**config.mk**
```make
export PLATFORM = sky130hd
export DESIGN_NAME = vm2002_supplier_tx
export DESIGN_NICKNAME = d
export VERILOG_FILES = /design/src/rtl/vm2002_supplier_tx.sv
export SDC_FILE = /design/constraint.sdc
export NUM_CORES = 1
export LEC_CHECK = 0
export CAP_MARGIN = 20
export CORE_UTILIZATION = 30
export CTS_BUF_LIST = sky130_fd_sc_hd__clkbuf_4 sky130_fd_sc_hd__clkbuf_8 sky130_fd_sc_hd__clkbuf_16
export DETAILED_ROUTE_END_ITERATION = 12
export SYNTH_ARGS = -nofsm -noshare
export SYNTH_HDL_FRONTEND = slang
export SYNTH_SLANG_ARGS = --single-unit
```
**constraint.sdc**
```tcl
create_clock -name clk -period 3.1 [get_ports clk]
set_input_delay 0.31 -clock clk [delete_from_list [all_inputs] [get_ports clk]]
set_output_delay 0.31 -clock clk [all_outputs]
set_load 0.05 [all_outputs]
```
**src/rtl/vm2002_supplier_tx.sv**
```systemverilog
// VM2002 supplier-side restock transmitter: FIFO of (item, count, cost) entries sent one per valid pulse.
// Optional checksum output chk enabled by defining VM2002_SUP_CHECKSUM_EN.
//
// state | meaning
// IDLE  | waiting for start; FIFO may be loaded
// SEND  | pop FIFO head; drive it on valid next cycle (or drop a zero-count entry)
// GAP   | idle spacing between transmitted entries
module vm2002_supplier_tx #(
  parameter int DEPTH      = 8,
  parameter int GAP_CYCLES = 2
) (
  input  logic                       clk,
  input  logic                       hrst,
  input  logic                       srst,
  input  logic                       wr_en,
  input  logic [2:0]                 wr_item,
  input  logic [3:0]                 wr_count,
  input  logic [7:0]                 wr_cost,
  output logic                       wr_full,
  output logic [$clog2(DEPTH):0]     level,
  input  logic                       start,
  output logic                       busy,
  output logic                       done,
  output logic                       valid,
  output logic [2:0]                 item,
  output logic [3:0]                 count,
  output logic [7:0]                 cost,
  output logic [7:0]                 drop_cnt
`ifdef VM2002_SUP_CHECKSUM_EN
  ,
  output logic [7:0]                 chk
`endif
);

  localparam int AW = $clog2(DEPTH);
  localparam int LW = AW + 1;
  localparam int GW = (GAP_CYCLES > 0) ? $clog2(GAP_CYCLES + 1) : 1;

  typedef enum logic [1:0] {IDLE, SEND, GAP} state_t;

  state_t         state, state_nxt;
  logic [14:0]    mem [DEPTH];
  logic [AW-1:0]  rd_ptr, wr_ptr;
  logic [GW-1:0]  gap_cnt;
  logic           done_pend;
  logic           wr_acc, pop, head_drop, last_pop;
  logic           done_now, run_end;
  logic [14:0]    head;

  assign wr_full   = (level == LW'(DEPTH));
  assign wr_acc    = wr_en && !wr_full;
  assign pop       = (state == SEND);
  assign head      = mem[rd_ptr];
  assign head_drop = (head[11:8] == 4'd0);
  // a write landing on the same edge as the last pop keeps the run going
  assign last_pop  = (level == LW'(1)) && !wr_acc;
  assign busy      = (state != IDLE);

  always_ff @(posedge clk or negedge hrst) begin
    if (!hrst)
      state <= IDLE;
    else if (srst)
      state <= IDLE;
    else
      state <= state_nxt;
  end

  always_comb begin
    state_nxt = state;
    done_now  = 1'b0;
    run_end   = 1'b0;
    case (state)
      IDLE: begin
        if (start) begin
          if (level != '0)
            state_nxt = SEND;
          else
            done_now = 1'b1;
        end
      end
      SEND: begin
        if (last_pop) begin
          state_nxt = IDLE;
          run_end   = 1'b1;
        end else if (head_drop || (GAP_CYCLES == 0)) begin
          state_nxt = SEND;
        end else begin
          state_nxt = GAP;
        end
      end
      GAP: begin
        if (gap_cnt == GW'(1))
          state_nxt = SEND;
      end
      default: state_nxt = IDLE;
    endcase
  end

  always_ff @(posedge clk) begin
    if (wr_acc)
      mem[wr_ptr] <= {wr_item, wr_count, wr_cost};
  end

`ifdef VM2002_SUP_CHECKSUM_EN
  logic [11:0] prod;
  assign prod = 12'(head[7:0]) * 12'(head[11:8]);
`endif

  always_ff @(posedge clk or negedge hrst) begin
    if (!hrst) begin
      level     <= '0;
      rd_ptr    <= '0;
      wr_ptr    <= '0;
      gap_cnt   <= '0;
      done_pend <= 1'b0;
      done      <= 1'b0;
      valid     <= 1'b0;
      item      <= '0;
      count     <= '0;
      cost      <= '0;
      drop_cnt  <= '0;
`ifdef VM2002_SUP_CHECKSUM_EN
      chk       <= '0;
`endif
    end else if (srst) begin
      level     <= '0;
      rd_ptr    <= '0;
      wr_ptr    <= '0;
      gap_cnt   <= '0;
      done_pend <= 1'b0;
      done      <= 1'b0;
      valid     <= 1'b0;
      item      <= '0;
      count     <= '0;
      cost      <= '0;
      drop_cnt  <= '0;
`ifdef VM2002_SUP_CHECKSUM_EN
      chk       <= '0;
`endif
    end else begin
      if (wr_acc && !pop)
        level <= level + LW'(1);
      else if (!wr_acc && pop)
        level <= level - LW'(1);
      if (wr_acc)
        wr_ptr <= wr_ptr + AW'(1);
      if (pop)
        rd_ptr <= rd_ptr + AW'(1);

      if (pop)
        gap_cnt <= GW'(GAP_CYCLES);
      else if (state == GAP)
        gap_cnt <= gap_cnt - GW'(1);

      valid <= pop && !head_drop;
      if (pop && !head_drop) begin
        item  <= head[14:12];
        count <= head[11:8];
        cost  <= head[7:0];
      end
      if (pop && head_drop && (drop_cnt != 8'hFF))
        drop_cnt <= drop_cnt + 8'd1;

      // done trails the final valid (or drop) by one cycle
      done_pend <= run_end;
      done      <= done_now || done_pend;

`ifdef VM2002_SUP_CHECKSUM_EN
      if ((state == IDLE) && start)
        chk <= '0;
      else if (pop && !head_drop)
        chk <= chk + prod[7:0];
`endif
    end
  end

endmodule

```
; ---- Word-level counts from Yosys, hierarchy flattened
; Memory sizes are Yosys's and may differ from the RTL's.
; Cells that the tools add are included.
[classes]
add_sub_neg = 6
n_eq_ne = 9
mux = 35
reduce_logical = 23
[ops]
columns = operator, n
row1 = $mux 8, 4
row2 = $mux 4, 5
row3 = $mux 2, 9
row4 = $mux 3, 6
row5 = $mux 1, 10
row6 = $reduce_bool 2->1, 5
row7 = $ne 3x3->1 const B, 3
row8 = $add 8x1->8 const B, 1
row9 = $ne 8x8->1 const B, 1
row10 = $logic_and 1x1->1, 7
row11 = $add 3x1->3 const B, 2
row12 = $pmux 2 s3, 1
row13 = $reduce_bool 3->1, 2
row14 = $add 4x1->4 const B, 1
row15 = $eq 2x1->1 const B, 2
row16 = $eq 4x1->1 const B, 1
row17 = $eq 4x4->1 const B, 1
row18 = $logic_not 1->1, 4
row19 = $logic_not 4->1, 1
row20 = $reduce_bool 4->1, 1
row21 = $sub 4x1->4 const B, 1
row22 = $reduce_and 3->1, 1
row23 = $eq 2x2->1 const B, 1
row24 = $logic_not 2->1, 1
row25 = 2 further kinds, 2
[word_totals]
register_bits = 40
ram_bits = 120
in_bits = 20
wordCells = 86
n_memories = 1
[memory_table]
columns = name, words, width, read_ports, rd_ports_with_merged_regs, wr, line_no
row1 = mem, 8, 15, 1, 0, 1, 42  ; logic [14:0] mem [DEPTH];

; ---- Logic depth before layout (Yosys ltp)
; Gate-level depths: netlist of the first run.
[logic_depth]
ltp_word = 8
mapped_depth = 8
ltp_nobuf = 7

; ---- Least setup slack after synthesis of the first run
; OpenSTA, ideal clock, no wires.
[synth_timing]
path_kind = register to register
startpoint = register level[0]
endpoint = memory mem[0][0] (enable)
setup_ns = 0.426
arrival_time_ns = 2.890
required_time_ns = 2.674
path_slack_ns = -0.216
path_stages_with_launch = 6
path_buffers = 0
period_less_slack_ns = 3.316
path_cell_list = dfrtp_1 inv_1 ha_1 nand3b_1 nand2_1 nor4_1
[synth_between]
elab_chain_cells = 5
[synth_rtl]
columns = element, line_no
row1 = from (decl), 20  ; output logic [$clog2(DEPTH):0] level,
row2 = from (signal assigned), 142  ; level <= level + LW'(1);
row3 = from (signal assigned), 144  ; level <= level - LW'(1);
row4 = $eq 4x4->1, 50  ; assign wr_full = (level == LW'(DEPTH));
row5 = $logic_not 1->1, 51  ; assign wr_acc = wr_en && !wr_full;
row6 = $logic_and 1x1->1, 51
row7 = $mux 1, 100  ; if (wr_acc)
row8 = $mux 1 (not written as such), 101  ; mem[wr_ptr] <= {wr_item, wr_count, wr_cost};
row9 = to (decl), 42
; Every way passes these cells.

; ---- Worst setup path after layout of the first run
[layout_timing]
startpoint = register rd_ptr[0]
endpoint = register drop_cnt[7]
[layout_between]
elab_chain_cells = 5
[layout_rtl]
columns = element, line_no
row1 = from (decl), 43  ; logic [AW-1:0] rd_ptr, wr_ptr;
row2 = from (signal assigned), 148  ; rd_ptr <= rd_ptr + AW'(1);
row3 = $mem_v2 8x15, --
row4 = $logic_not 4->1, 54  ; assign head_drop = (head[11:8] == 4'd0);
row5 = $logic_and 1x1->1 (2 in a row), 161  ; if (pop && head_drop && (drop_cnt != 8'hFF))
row6 = $reduce_bool 2->1 (no line), --
row7 = to (signal assigned), 162  ; drop_cnt <= drop_cnt + 8'd1;
row8 = to (decl), 28  ; output logic [7:0] drop_cnt
; Every way passes these cells.
; A chain may end at the register's enable or synchronous reset.

==> results of run 1 <==
==> kinds of logic (layout without fill, tap and decap cells) <==
family | count (synthesis) | in the layout | synth area share, %
other cells | 0 | 1 | 0
flops | 160 | 160 | 70.5
xor+xnor | 9 | 9 | 1.21
mux | 49 | 49 | 13.9
simple gates | 92 | 92 | 7.01
buf+inv | 23 | 103 | 1.65
fa+ha+maj | 9 | 9 | 1.69
compound gates | 37 | 37 | 4.08
==> cell type report <==
class                      count  area share, %
clock inverter                14           1.60
tap                          275           4.30
antenna                        1         0.0313
clock buffer                  18           5.41
sequential                   160           57.6
timing repair buffer          67           7.79
inverter                       4          0.188
multi-input combinational    196           23.1
==> per-layer routing <==
metal / share of wire (%) / GRT usage [%] / wire length (um)
met1: 48 / 17.3 / 6300
met2: 46 / 19.9 / 6130
met3: 5.0 / 3.84 / 665
met4: 1.0 / 4.49 / 138
met5: 0 / 0 / 0
==> cells in the final DEF, fill, tap and decap left out, drive strengths merged, types with 5 or more instances in the layout <==
cell type,Yosys,final
a211oi,14,14
a21oi,8,8
buf,10,18
clkbuf,9,18
clkdlybuf4s50,0,49
clkinv,0,5
dfrtp,40,40
edfxtp,120,120
ha,8,8
inv,4,9
mux2i,17,17
mux4,30,30
nand2,17,17
nand2b,8,8
nand3,6,6
nor2,31,31
nor3,9,9
xnor2,6,6
==> registers in the layout, indices dropped and copies added, names as in the netlist, 2 cells and up <==
signal / count
item: 3
count: 4
wr_ptr: 3
state: 2
drop_cnt: 8
cost: 8
level: 4
rd_ptr: 3
gap_cnt: 2
mem: 120
==> report_power, final <==
| part | internal (W) | switching (W) |
|---|---|---|
| clock | 0.00106 | 0.000880 |
| sequential | 0.00248 | 0.000154 |
| combinational | 0.000594 | 0.000854 |
==> stage by stage <==
step,setup WS [ns],total power [W],utilization [%],hold slack (ns),cell area (sq um)
finish,0.406,0.00602,37.8,-0.00107,8000
global route,0.243,0.00632,37.8,0.0679,7990
CTS,0.357,0.00609,37.8,0.0202,7990
detailed placement,0.387,0.00414,35.1,0.464,7430
global placement,0.471,0.00411,35.1,0.463,7430
floorplan,0.0548,0.00369,-,0.0144,6540
==> worst max-delay path by stage <==
| stage | start | end | slack (ns) | cells past startpoint |
|---|---|---|---|---|
| 2_1_floorplan | level[0]$_DFFE_PN0P_ | mem[1][0]$_DFFE_PP_ | 0.05 | 6 |
| 3_3_place_gp | rd_ptr[0]$_DFFE_PN0P_ | drop_cnt[7]$_DFFE_PN0P_ | 0.47 | 5 |
| 3_5_place_dp | rd_ptr[0]$_DFFE_PN0P_ | drop_cnt[7]$_DFFE_PN0P_ | 0.39 | 5 |
| 4_1_cts | rd_ptr[0]$_DFFE_PN0P_ | drop_cnt[7]$_DFFE_PN0P_ | 0.36 | 5 |
| 5_1_grt | rd_ptr[0]$_DFFE_PN0P_ | drop_cnt[7]$_DFFE_PN0P_ | 0.24 | 5 |
| 6_report | rd_ptr[0]$_DFFE_PN0P_ | drop_cnt[7]$_DFFE_PN0P_ | 0.41 | 5 |
==> results by group, run 1 <==
Floorplanning
  – Die height: 150 um
  – Die Wd: 150 um
  – Placeable core region: 21200 sq um
  – Number of I/O pins: 51
  – Die area: 22400 sq um
  – Core Rows: 53
  – Starting density of the core: 30.9%

Cells and area
  – Multi-input gate area: between 1500 and 2000 sq um
  – Nets@finish: between 400 and 500
  – Area grow syn2layout: 22.4%
  – Fraction of layout cells with a size suffix above 1: between 10% and 20%
  – Reg area: 4610 sq um
  – Number of fill cells in the layout: 1910
  – Finished Layout Cells: roughly 740

Outcome
  – Failing checks: hold timing
  – Outcome: finished, violations left

Synth
  – Largest area contributor in the netlist: edfxtp_1
  – Asr flop ratio synth: 25.0%
  – Synthesized Nets: 407
  – Seq cells post-synth: between 150 and 200
  – Synth cell count leaders: edfxtp_1 (120), dfrtp_1 (40), nor2_1 (31)
  – Mapped Cells: 379
  – Register area share after synthesis: slightly above 70%
  – Number of synthesized flops with an enable pin: 120
  – Primary FF master, synth: edfxtp_1
  – Post-synth top area share: between 50% and 60%
  – Yosys warnings: 0
  – Yosys cell types: 44
  – Synth Cell Area: 6530 sq um
  – Count leader, synth: edfxtp_1
  – Dominant cells by area after synthesis: edfxtp_1 (55%), dfrtp_1 (15%), mux4_2 (10%)
  – Syn avg cell area: approximately 17 sq um

Power and ir drop
  – Peak supply drop: ~0.35 mV
  – Leakage: 2.65 nW
  – Pwr per Cell Area: 753 nW/um^2

GRT
  – Overflow after GRT: 0
  – First-pass GRT wire length: 21100 um
  – All-Layer GR Usage: 12.9%
  – Largest net degree at the start of global routing: between 40 and 50
  – Vias in the first global route: 3674
  – Initial antenna violation count: 1

Routing
  – ANT nets after route: 0
  – Starting DRT DRC Count: 241
  – First drt pass iteration count: 5
  – Routed WL per cell: roughly 18 um
  – Routed via count: roughly 3500
  – Drc violations: 0
  – Via density: between 4 and 5
  – Post-Route WL: 13200 um

Timing
  – RSZ-0062 raised after global routing: no
  – Fin. max-slew vios: 0
  – Final hold slack: -0.00107 ns
  – Endpoints failing hold: 2
  – Final period util: between 80 and 90%
  – Setup TNS Final: 0 ns
  – F_max: 371 MHz
  – Worst-Margin Slew: 0.862 ns
  – Final setup vio count: 0
  – Max-Slew Margin vs Limit: 42.5%
  – Min Clock Period, post-route: 2.69 ns
  – Clk_skew: 0.0119 ns

Worst setup path
  – Crit Path Category: reg -> reg
  – Slowest stage delay, CP: 0.61 ns
  – Cell depth of the worst flop-to-flop path: 5
  – Critical path's slowest cell: dfrtp_2
  – Crit path max fanout: 14
  – Crit-path leading delay family: simple AND/OR/NAND/NOR gates
  – Req. time, crit path: around 3.4 ns
  – CP Capture Type: flop
  – Reg2reg end: drop_cnt[7]$_DFFE_PN0P_
  – R2R setup slack: 0.41 ns
  – Worst R2R Start: rd_ptr[0]$_DFFE_PN0P_
  – Buf/Inv on CP: 0
  – Cell Chain, Critical Path: mux4_2 > mux2i_1 > nand4_2 > or4_1 > a21oi_1
  – Startpoint Class: flop
  – CP arrival: 3.04 ns

Clock network
  – Clk slew on worst S/H paths: roughly 0.06 ns
  – CTS Buf Count: 17
  – Cts repair resizes: 0
  – Bufs on Longest Clock Path: 2
  – CTS Hold Bufs: 0
  – CTS tree: done
  – Root Buffer Master: clkbuf_16
  – Worst-Skew Late Latency: 0.42 ns
  – H-tree depth: 4
  – # Post-CTS Setup Buffers: 0
  – Clock net sink count: 160

Placed design
  – Placed cell count: between 700 and 800
  – Final GP Congestion: 0.742
  – Port bufs: 50
  – Hpwl dp: between 8000 and 9000 um

Hold path
  – Hold/Removal Path Class: in -> async

Flow run
  – Max cap viols: 0
Power figures use the tool's default switching activity.
==> run 2, diff against run 1 <==
clock period = 2.7 ns   (was 3.1 ns; I/O delays follow)
==> results by group, run 2 (same netlist as run 1, synthesis figures left out) <==
Routing
  – Via density: 4.82 (-0.14%)
  – Post-Route WL: 12700 um (-3.7%)
  – Drc violations: 0 (unchanged)
  – Starting DRT DRC Count: 191 (-21%)
  – ANT nets after route: 0 (unchanged)
  – Routed via count: 3572 (+0.68%)
  – Routed WL per cell: 17.2 um (-4.5%)
  – First drt pass iteration count: 4 (-1)

GRT
  – Vias in the first global route: 3633 (-1.1%)
  – All-Layer GR Usage: 12.5% (-0.43 points)
  – Largest net degree at the start of global routing: 47 (unchanged)
  – First-pass GRT wire length: 20300 um (-3.6%)
  – Initial antenna violation count: 1 (unchanged)
  – Overflow after GRT: 0 (unchanged)

Cells and area
  – Area grow syn2layout: 23.8%
  – Max reg flops: 120 (unchanged)
  – Nets@finish: 480 (+1.3%)
  – Finished Layout Cells: 741 (+0.82%)
  – Largest reg by FF count: mem
  – Largest regs: mem x120, cost x8, drop_cnt x8
  – Most frequent cells in the layout: edfxtp_1 (120), clkdlybuf4s50_1 (49), dfrtp_1 (39)
  – Most common library cell in the layout ignoring fill and taps: edfxtp_1
  – Final instance area: 8090 sq um (+1.1%)
  – Fraction of layout cells with a size suffix above 1: 20.9% (+1.0 points)

Timing
  – Min Clock Period, post-route: 2.54 ns
  – Clk_skew: 0.00719 ns (-0.00468 ns)
  – Final setup vio count: 0 (unchanged)
  – Final period util: a little over nine tenths
  – Worst setup margin: 0.165 ns (-0.241 ns)
  – Final hold slack: -0.00490 ns (-0.00383 ns)
  – Fin. max-slew vios: 0 (unchanged)
  – Setup TNS Final: 0 ns (unchanged)
  – RSZ-0062 raised after global routing: no
  – F_max: 394 MHz
  – Endpoints failing hold: 14 (+12)
  – Worst-Margin Slew: 0.941 ns (+0.0787 ns)
  – Max-Slew Margin vs Limit: 37.3% (-5.2 points)

Clock network
  – H-tree depth: 4 (unchanged)
  – Bufs on Longest Clock Path: 2 (unchanged)
  – # Post-CTS Setup Buffers: 0 (unchanged)
  – CTS tree: done
  – Worst-Skew Late Latency: 0.42 ns (about the same)
  – Clk slew on worst S/H paths: 0.07 ns (about the same)
  – CTS Hold Bufs: 0 (unchanged)
  – Root Buffer Master: clkbuf_16
  – CTS Buf Count: 17 (unchanged)
  – Clock net sink count: 160 (unchanged)
  – Cts repair resizes: 0 (unchanged)

Power and ir drop
  – Peak supply drop: 0.446 mV (+27%)
  – Leakage: 2.71 nW (+2.4%)
  – Sw power: 0.00216 W (+14%)
  – Total power: 0.00711 W (+18%)
  – Switching Fraction: 30.4% (-1.0 points)
  – Pwr per Cell Area: 880 nW/um^2 (+17%)
  – Register share of total power: 42.4% (-1.4 points)
  – Comb pwr share: 23.5% (-0.6 points)
  – Internal Power: 0.00496 W (+20%)
  – Clk pwr share: 34.0% (+1.8 points)

Floorplanning
  – Number of I/O pins: 51 (unchanged)
  – Die height: 150 um (unchanged)
  – Core Rows: 53 (unchanged)
  – Placeable core region: 21200 sq um (unchanged)
  – Starting density of the core: 30.9% (unchanged)
  – Die area: 22400 sq um (unchanged)
  – Die Wd: 150 um (unchanged)

Placed design
  – Hpwl dp: 8140 um (-2.4%)
  – Final GP Congestion: 0.747 (+0.70%)
  – Port bufs: 50 (unchanged)
  – Placed cell area: 7490 sq um (+0.72%)
  – Dpl ws: 0.278 ns (-0.109 ns)
  – Placed cell count: 708 (+0.85%)

Worst setup path
  – CP arrival: 2.27 ns (-0.77 ns)
  – Cell depth of the worst flop-to-flop path: 5 (unchanged)
  – Crit-path leading delay family: buffers and inverters
  – Req. time, crit path: 2.43 ns (-1.01 ns)
  – Number of cells on the critical path: 5 (unchanged)
  – Critical path's slowest cell: clkdlybuf4s50_1
  – Crit path max fanout: 7 (-7)
  – CP Capture Type: primary output
  – Buf/Inv on CP: 3 (+3)
  – Startpoint Class: flop
  – Crit Path Category: reg -> out
  – Cell Chain, Critical Path: inv_1 > ha_1 > nand3b_1 > inv_1 > clkdlybuf4s50_1
  – Slowest stage delay, CP: 0.80 ns (+0.19 ns)
  – CP most frequent cell: inv_1

Hold path
  – Hold/Removal Path Class: in -> async

Flow run
  – Max cap viols: 0 (unchanged)

Outcome
  – Failing checks: hold timing
  – Outcome: finished, violations left
-- run 2: cell count changes in the layout (fill, tap and decap cells not counted) --
| cell | before | now |
|---|---|---|
| clkinv_8 | 1 | 0 |
| inv_8 | 1 | 3 |
| nor4_2 | 1 | 0 |
| clkbuf_4 | 1 | 0 |
| buf_4 | 17 | 23 |
| inv_6 | 4 | 6 |
| nor4_4 | 0 | 1 |
| clkinv_4 | 4 | 1 |
| clkinv_2 | 0 | 2 |
| bufinv_16 | 0 | 2 |
| clkinvlp_4 | 4 | 1 |
-- run 2: area by class of cell --
cell class	count	area, sq um
Antenna cell	1	2.50
Fill cell	1933	13100
Sequential cell	160	4610
Multi-Input combinational cell	196	1850
Tap cell	275	344
Clock inverter	15	173
Inverter	4	15.0
Timing Repair Buffer	73	668
Clock buffer	17	425
-- run 2: power groups by stage --
stage / registers [W] / logic (W) / clock network [W]
2_1_floorplan: 0.00332 / 0.000910 / 0
3_3_place_gp: 0.00306 / 0.00168 / 0
3_5_place_dp: 0.00308 / 0.00170 / 0
4_1_cts: 0.00302 / 0.00170 / 0.00246
5_1_grt: 0.00305 / 0.00181 / 0.00256
6_report: 0.00302 / 0.00168 / 0.00242
-- run 2: worst paths after layout --
check	from	endpoint	slack (ns)
max	level[0]$_DFFE_PN0P_	wr_full	0.16
min	hrst	state[0]$_DFFE_PN0P_	-0.005
max reg2reg	rd_ptr[0]$_DFFE_PN0P_	drop_cnt[5]$_DFFE_PN0P_	0.27
min reg2reg	done_pend$_DFF_PN0_	done$_DFF_PN0_	0.48
max in group asynchronous	hrst	rd_ptr[0]$_DFFE_PN0P_	2.06
min in group clk	done_pend$_DFF_PN0_	done$_DFF_PN0_	0.48
-- run 2: per-stage QoR --
| step | hold WS [ns] | utilization [%] |
|---|---|---|
| after detailed placement | 0.467 | 35.4 |
| after global placement | 0.458 | 35.4 |
| after floorplan | -0.0256 | - |
| after global routing | 0.0713 | 38.2 |
| final | -0.00490 | 38.2 |
| after CTS | 0.0169 | 38.2 |
-- run 2: per-layer routing --
layer  GRT usage, %  routed length (um)  up-vias
li1               -                   -     1636
met1           15.9                5950     1825
met2           19.9                6010       93
met3           3.41                 552       18
met4           5.31                 232        0
met5              0                   0        -
